$ cat src/rtl/maquina_estado_divisor_pkg.sv
// -----------------------------------------------------------------------------
// maquina_estado_divisor_pkg
//
// Purpose : Shared definitions for the repeated-subtraction divider and its
//           sibling repeated-addition summing FSM. Both blocks use the same
//           state encoding so a common controller can decode either one.
//
// Contents:
//   WIDTH_DEFAULT  default operand width of the datapath blocks
//   STATE_BITS     width of the state register
//   estado_t       FSM state encoding (IDLE=0, CHECK=1, SUB=2, DONE=3)
//   is_ready()     helper: 1 for the states in which the block reports ready
// -----------------------------------------------------------------------------
package maquina_estado_divisor_pkg;

   localparam int WIDTH_DEFAULT = 6;
   localparam int STATE_BITS    = 2;

   typedef enum logic [STATE_BITS-1:0] {
      IDLE  = 2'd0,
      CHECK = 2'd1,
      SUB   = 2'd2,
      DONE  = 2'd3
   } estado_t;

   // Ready is a pure function of the state: the block accepts work in IDLE
   // and presents a finished result in DONE.
   function automatic logic is_ready(input estado_t st);
      return (st == IDLE) || (st == DONE);
   endfunction

endpackage : maquina_estado_divisor_pkg

$ cat src/rtl/maquina_estado_divisor_subtrator.sv
// -----------------------------------------------------------------------------
// subtrator_borrow
//
// Purpose : Combinational unsigned WIDTH-bit subtractor, diff = a - b, with
//           the final borrow exposed. borrow=0 means a >= b, so the same
//           hardware serves both as comparator and as subtractor.
//
// Ports:
//   a       in   WIDTH  minuend
//   b       in   WIDTH  subtrahend
//   diff    out  WIDTH  a - b modulo 2^WIDTH
//   borrow  out  1      1 when a < b (unsigned)
// -----------------------------------------------------------------------------
module subtrator_borrow
   import maquina_estado_divisor_pkg::*;
#(
   parameter int WIDTH = WIDTH_DEFAULT
) (
   input  logic [WIDTH-1:0] a,
   input  logic [WIDTH-1:0] b,
   output logic [WIDTH-1:0] diff,
   output logic             borrow
);

   // Ripple borrow chain: chain[i] is the borrow into bit i.
   logic [WIDTH:0] chain;

   assign chain[0] = 1'b0;

   generate
      for (genvar gi = 0; gi < WIDTH; gi++) begin : g_bit
         logic bit_xor;

         assign bit_xor      = a[gi] ^ b[gi];
         assign diff[gi]     = bit_xor ^ chain[gi];
         // Borrow out when a<b at this bit, or bits equal and a borrow
         // is already propagating from below.
         assign chain[gi+1]  = (~a[gi] & b[gi]) | (~bit_xor & chain[gi]);
      end
   endgenerate

   assign borrow = chain[WIDTH];

endmodule : subtrator_borrow

$ cat src/rtl/maquina_estado_divisor.sv
// -----------------------------------------------------------------------------
// maquina_estado_divisor
//
// Purpose : Sequential unsigned divider by repeated subtraction. A start
//           accepted in IDLE samples dividend and divisor; the FSM then
//           subtracts the divisor from the running remainder until the
//           remainder is smaller than it, counting subtractions in the
//           quotient. Divisor 0 is flagged and yields an all-ones quotient.
//           Shares the inicio/pronto handshake of the summing FSM.
//
// Ports:
//   clk        in   1      clock, rising edge
//   reset      in   1      asynchronous, active-high reset
//   inicio     in   1      start request, only looked at in IDLE
//   dividendo  in   WIDTH  unsigned dividend, sampled on start acceptance
//   divisor    in   WIDTH  unsigned divisor, sampled on start acceptance
//   pronto     out  1      1 in IDLE and DONE, 0 while busy
//   div_zero   out  1      last accepted operation had divisor 0
//   quociente  out  WIDTH  quotient register
//   resto      out  WIDTH  remainder register
//
// Latency: DONE is entered 2*Q+1 edges after the accepting edge (Q = final
// quotient), or 1 edge for divisor 0. Results are valid while pronto=1 and
// hold until the next accepted start.
// -----------------------------------------------------------------------------
module maquina_estado_divisor
   import maquina_estado_divisor_pkg::*;
#(
   parameter int WIDTH = WIDTH_DEFAULT
) (
   input  logic             clk,
   input  logic             reset,
   input  logic             inicio,
   input  logic [WIDTH-1:0] dividendo,
   input  logic [WIDTH-1:0] divisor,
   output logic             pronto,
   output logic             div_zero,
   output logic [WIDTH-1:0] quociente,
   output logic [WIDTH-1:0] resto
);

   estado_t          estado;
   logic [WIDTH-1:0] div_reg;

   logic [WIDTH-1:0] sub_diff;
   logic             sub_borrow;
   logic             div_is_zero;

   // One subtractor: its borrow makes the CHECK decision and its difference
   // is the SUB update, so the compare and the subtract always agree.
   subtrator_borrow #(
      .WIDTH (WIDTH)
   ) u_subtrator (
      .a      (resto),
      .b      (div_reg),
      .diff   (sub_diff),
      .borrow (sub_borrow)
   );

   assign div_is_zero = (div_reg == '0);

   // Moore output straight from the state register; no input reaches it.
   assign pronto = is_ready(estado);

   always_ff @(posedge clk or posedge reset) begin
      if (reset) begin
         estado    <= IDLE;
         div_zero  <= 1'b0;
         quociente <= '0;
         resto     <= '0;
         div_reg   <= '0;
      end else begin
         case (estado)
            IDLE: begin
               if (inicio) begin
                  resto     <= dividendo;
                  div_reg   <= divisor;
                  quociente <= '0;
                  div_zero  <= 1'b0;
                  estado    <= CHECK;
               end
            end

            CHECK: begin
               if (div_is_zero) begin
                  // Remainder keeps the dividend; quotient saturates.
                  div_zero  <= 1'b1;
                  quociente <= '1;
                  estado    <= DONE;
               end else if (!sub_borrow) begin
                  estado    <= SUB;
               end else begin
                  estado    <= DONE;
               end
            end

            SUB: begin
               // Only reached with resto >= div_reg, so no underflow, and the
               // count is bounded by dividend/divisor, so no wrap either.
               resto     <= sub_diff;
               quociente <= quociente + WIDTH'(1);
               estado    <= CHECK;
            end

            DONE: begin
               // Results stay put; a held inicio is picked up next in IDLE.
               estado <= IDLE;
            end

            default: begin
               estado <= IDLE;
            end
         endcase
      end
   end

endmodule : maquina_estado_divisor

$ cat config.mk
export PLATFORM = sky130hd
export DESIGN_NAME = maquina_estado_divisor
export DESIGN_NICKNAME = d
export VERILOG_FILES = /design/src/rtl/maquina_estado_divisor_pkg.sv /design/src/rtl/maquina_estado_divisor_subtrator.sv /design/src/rtl/maquina_estado_divisor.sv
export SDC_FILE = /design/constraint.sdc
export NUM_CORES = 1
export LEC_CHECK = 0
export ABC_AREA = 1
export CORE_UTILIZATION = 40
export CTS_CLUSTER_DIAMETER = 50
export DETAILED_ROUTE_END_ITERATION = 10
export PLACE_DENSITY = 0.63
export SKIP_CTS_REPAIR_TIMING = 1
export SLEW_MARGIN = 10
export SYNTH_ARGS = -nofsm -noshare
export SYNTH_HDL_FRONTEND = slang
export SYNTH_SLANG_ARGS = --single-unit
$ cat constraint.sdc
create_clock -name clk -period 6.2 [get_ports clk]
set_input_delay 1.24 -clock clk [delete_from_list [all_inputs] [get_ports clk]]
set_output_delay 1.24 -clock clk [all_outputs]
set_load 0.1 [all_outputs]
==> metrics.yaml, run 1 <==
setup_viol: 0
fin_nets: 197
h-tree-depth: 1
grt_pass1_vias: 971
ant_nets: 0
synth_top_family_by_area: "simple AND/OR/NAND/NOR gates"
synth_nets: 168
critPathKind: "reg -> out"
crit_chain: "inv_1 > ha_1 > inv_1 > clkdlybuf4s50_1"
netlist_area_um2: 1250
dr_total_vias: 994
num_io_pins: 29
rsz0062_at_grt: "no"
synth_compound_area_share_pct: 11.6
finalMaxSlewViolations: 0
synthMuxAreaShare_pct: 4.50
dieWidth_um: 57.9
critPathSlowestCell: "clkdlybuf4s50_1"
rr_startpoint: "resto[0]"
synth_seq_area_share_pct: 42.0
status: "complete, but fails checks"
fillers: 278
grt_usage_pct: 17.7
fin_worst_skew_ns: 0.00174
drt_iter0_markers: 25
yosys.area_share.xor_xnor_pct: 0
slew_headroom_pct: 34.1
cp_data_required_time_ns: 4.96
failed_checks: "DRC"
route.detailed.drc: 2
worstHoldStart: "div_zero"
critPathMaxStageDelay_ns: 1.14
clk_latency_ns: 0.31
synthAdderAreaFrac_pct: 15.0
finalHoldViolations: 0
drv_cap: 0
cp-start-kind: "flip-flop"
die_h_um: 57.9
ys_seq_elements: 21
cts_num_sinks: 21
core-area_um2: 2850
wirelength_um: 2430
drive_gt1_share_pct: 9.47
cp_max_fo: 4
cts_max_path_buffers: 2
numCtsBuffers: 3
crit_path_end_kind: "output port"
r2r.worst_path.cells: 10
grt_pass1_wl_um: 4400
tightestPinTransition_ns: 0.985
cts.clk_slew.worst_paths_ns: 0.12
fin_setup_tns_ns: 0
clockRootBuffer: "clkbuf_4"
initial_core_util_pct: 43.9
routabilityCongestion: 0.849
rrSetupSlack_ns: 3.27
syn_area_per_cell_um2: 8.87
vias_per_cell: 4.97
rows: 19
first_pass_iters: 9
worstPathArrival_ns: 2.37
reg2reg_to: "resto[5]"
die-area_um2: 3360
cpMostUsedCell: "inv_1"
wl_per_cell_um: 12.1
grt-ovfl-total: 0
hold_path_end: "div_zero"
grt_max_degree: 22
place_hpwl_um: 1860
hp-class: "reg -> reg"
min_period_ns: 3.61
cts_tree: "yes"
ys_types: 23
ys_warn_count: 0
period_share_pct: 58.2
synthSimpleGateAreaFrac_pct: 18.9
antenna_found_initial: 0
whs_path_depth: 2
netlist_instances: 141
area_growth_pct: 25.4
port-buffer-count: 28
max_freq_mhz: 277
diodes: 0
stage by stage:
step	hold slack, ns	util [%]	setup slack (ns)	cell area [um^2]	cells
2_1_floorplan	0.507	-	2.72	1250	141
3_3_place_gp	0.470	54.0	2.97	1540	196
3_5_place_dp	0.486	54.0	2.95	1540	196
4_1_cts	0.516	55.0	2.57	1570	200
5_1_grt	0.574	55.0	2.48	1570	200
6_report	0.503	55.0	2.59	1570	200
cells by family after synthesis:
family,count (synthesis)
AND/OR/NAND/NOR,56
multiplexers,5
buffers and inverters,23
adder cells (fa/ha/maj),12
flip-flops,21
AO/OA/AOI/OAI,24
Yosys cell counts, drive strengths merged:
library cell	count	area share, %
nand2	39	12
dfrtp	21	42
inv	19	5.7
o21ai	13	5.8
nor2	11	3.5
ha	7	7.0
fa	5	8.0
mux2	5	4.5
nand3	5	3.0
o211ai	5	3.0
buf	4	2.3
a21oi	3	1.2
a31oi	1	0.50
o21bai	1	0.60
o22ai	1	0.50
or2	1	0.50
routing by layer:
layer	wire (um)	GRT usage, %	vias to the layer above	part of all wire [%]
met5	0	0	-	0
met3	105	4.24	4	4.3
met4	34	6.12	0	1.4
met2	1160	29.2	23	48
met1	1130	22.9	462	47
li1	-	-	505	-
worst max-delay path: cells and delay by family, from the launching register on:
| family | cells | cell delay (ns) |
|---|---|---|
| adders and majority gates | 1 | 0.30 |
| buffers and inverters | 3 | 1.34 |
| DFF | 1 | 0.42 |
layout by cell type (no fill, tap or decap), types with 2 or more instances in the layout:
| cell | Yosys | final |
|---|---|---|
| a21oi_1 | 3 | 3 |
| clkbuf_4 | 0 | 3 |
| clkdlybuf4s50_1 | 0 | 28 |
| dfrtp_1 | 21 | 21 |
| fa_1 | 5 | 5 |
| ha_1 | 7 | 7 |
| inv_1 | 17 | 17 |
| inv_2 | 2 | 2 |
| mux2_2 | 5 | 5 |
| nand2_1 | 38 | 38 |
| nand3_1 | 4 | 4 |
| nor2_1 | 10 | 10 |
| o211ai_1 | 5 | 5 |
| o21ai_0 | 11 | 11 |
| o21ai_2 | 2 | 2 |
layout make-up:
cell class / instances / area, um^2 / share of cell area, %
Tap cell: 31 / 38.8 / 2.47
Sequential cell: 21 / 526 / 33.5
Clock inverter: 1 / 5.00 / 0.319
Timing Repair Buffer: 28 / 280 / 17.9
Multi-Input combinational cell: 97 / 626 / 39.9
Clock buffer: 3 / 22.5 / 1.44
Inverter: 19 / 71.3 / 4.55
how the worst max path moves through the flow:
stage / startpoint / to / slack (ns) / cells after the start
6_report: estado[0] / pronto / 2.59 / 4
4_1_cts: estado[0] / pronto / 2.57 / 4
3_3_place_gp: estado[0] / pronto / 2.97 / 4
2_1_floorplan: resto[0] / resto[5] / 2.72 / 10
5_1_grt: estado[0] / pronto / 2.48 / 4
3_5_place_dp: estado[0] / pronto / 2.95 / 4
Power of run 1 is not shown: default switching activity piles up to over one toggle a cycle in this logic, so the estimate is an artifact.
==> inputs of run 2 (changes only) <==
==> constraint.sdc (replaced) <==
create_clock -name clk -period 3.7 [get_ports clk]
set_input_delay 0.74 -clock clk [delete_from_list [all_inputs] [get_ports clk]]
set_output_delay 0.74 -clock clk [all_outputs]
set_load 0.1 [all_outputs]
==> run 2 against run 1 <==
The run still ends with DRC left. Final area fell by 0.24%. Register-to-register slack got worse by 2.4 ns. Flip-flop and latch count did not move. Final cell count did not move. Count of clock-buffer cells in the layout rose by 1. Clock skew barely moved. Global-route usage fell by 1.2 points. Hold slack improved by 0.0066 ns. Setup slack got worse by 1.8 ns. Highest routed layer unchanged.
==> metrics.yaml, run 2 (synthesis gave the netlist of run 1 again) <==
drive_gt1_share_pct: 9.47
drt_iter0_markers: 48
antenna_found_initial: 0
drv_cap: 0
cp-start-kind: "flip-flop"
core-area_um2: 2850
finalHoldViolations: 0
grt_pass1_wl_um: 4150
place_inst: 196
h-tree-depth: 1
failed_checks: "DRC"
area_growth_pct: 25.1
die_h_um: 57.9
grt_max_degree: 22
max_freq_mhz: 348
clockRootBuffer: "clkbuf_4"
final_cells: 200
die-area_um2: 3360
route.detailed.drc: 2
place_area_um2: 1540
wirelength_um: 2420
period_share_pct: 77.8
ant_nets: 0
crit_chain: "ha_1 > fa_1 > fa_1 > fa_1 > fa_1 > inv_1 > fa_1 > nand2_1 > a31oi_1"
vias_per_cell: 5.07
cpMostUsedCell: "fa_1"
grt_pass1_vias: 919
critPathSlowestCell: "dfrtp_1"
worstPathArrival_ns: 3.06
diodes: 0
finalMaxSlewViolations: 0
cts_tree: "yes"
fin_nets: 197
clk_latency_ns: 0.30
final_cell_mix: "nand2_1, clkdlybuf4s50_1, dfrtp_1"
grt_use_met3_pct: 5.58
met2_usage_pct: 24.6
grt_use_met1_pct: 22.8
cts_max_path_buffers: 2
final_common_cell: "nand2_1"
slew_headroom_pct: 34.9
cp_data_required_time_ns: 3.88
critPathKind: "reg -> reg"
wl_per_cell_um: 12.1
routabilityCongestion: 0.866
crit_path_end_kind: "flip-flop"
initial_core_util_pct: 43.9
grt-ovfl-total: 0
critPathMaxStageDelay_ns: 0.42
cp_max_fo: 3
tightestPinTransition_ns: 0.974
fin_setup_tns_ns: 0
num_io_pins: 29
dr_total_vias: 1013
first_pass_iters: 10
min_period_ns: 2.88
rsz0062_at_grt: "no"
status: "complete, but fails checks"
hp-class: "reg -> reg"
grt_usage_pct: 16.5
cts.clk_slew.worst_paths_ns: 0.12
fin_worst_skew_ns: 0.00162
port-buffer-count: 28
place_hpwl_um: 1860
busiest_layer: "met2"
fillers: 270
numCtsBuffers: 3
setup_viol: 0
final_area_um2: 1570
dieWidth_um: 57.9
rows: 19
cts_num_sinks: 21
-- run 2: cell count changes in the layout (fill, tap and decap cells not counted), sizes merged --
| cell | before | now |
|---|---|---|
| buf | 0 | 1 |
| clkdlybuf4s50 | 28 | 27 |
| clkinv | 1 | 0 |
| clkbuf | 3 | 4 |
-- run 2: final cells by class --
type                            instances  area [um^2]  area share, %
Timing Repair Buffer                   28          278           17.7
Sequential cell                        21          526           33.6
Inverter                               19         71.3           4.56
Multi-Input combinational cell         97          626           40.0
Clock buffer                            4         26.3           1.68
Tap cell                               31         38.8           2.48
-- run 2: critical path: cells and delay by family (launching register included) --
| family | cells | cell delay [ns] |
|---|---|---|
| AND/OR/NAND/NOR | 1 | 0.08 |
| adder cells (fa/ha/maj) | 6 | 2.11 |
| flip-flops | 1 | 0.42 |
| buffers and inverters | 1 | 0.07 |
| AO/OA/AOI/OAI | 1 | 0.08 |
-- run 2: stage by stage --
| stage | worst slack (ns) | hold WS (ns) | utilization (%) |
|---|---|---|---|
| 6_report | 0.823 | 0.510 | 54.9 |
| 3_3_place_gp | 0.845 | 0.472 | 53.9 |
| 5_1_grt | 0.693 | 0.535 | 54.9 |
| 4_1_cts | 0.798 | 0.512 | 54.9 |
| 3_5_place_dp | 0.819 | 0.482 | 53.9 |
| 2_1_floorplan | 0.223 | 0.507 | - |
-- run 2: worst paths after layout --
path	endpoint	slack, ns	depth (start not counted)	startpoint
setup / recovery	resto[5]	0.82	9	div_reg[0]
hold / removal	div_zero	0.51	2	div_zero
setup reg to reg	resto[5]	0.82	9	div_reg[0]
hold reg to reg	div_zero	0.51	2	div_zero
max in group asynchronous	div_reg[2]	2.34	2	reset
min in group asynchronous	resto[0]	0.87	2	reset
-- run 2: metal layers --
layer	vias up	share of wire (%)	wire length (um)
li1	510	-	-
met1	477	50	1210
met2	24	44	1060
met3	2	5.6	136
met4	0	0.70	17
met5	-	0	0
Power of run 2 is left out for the same reason.
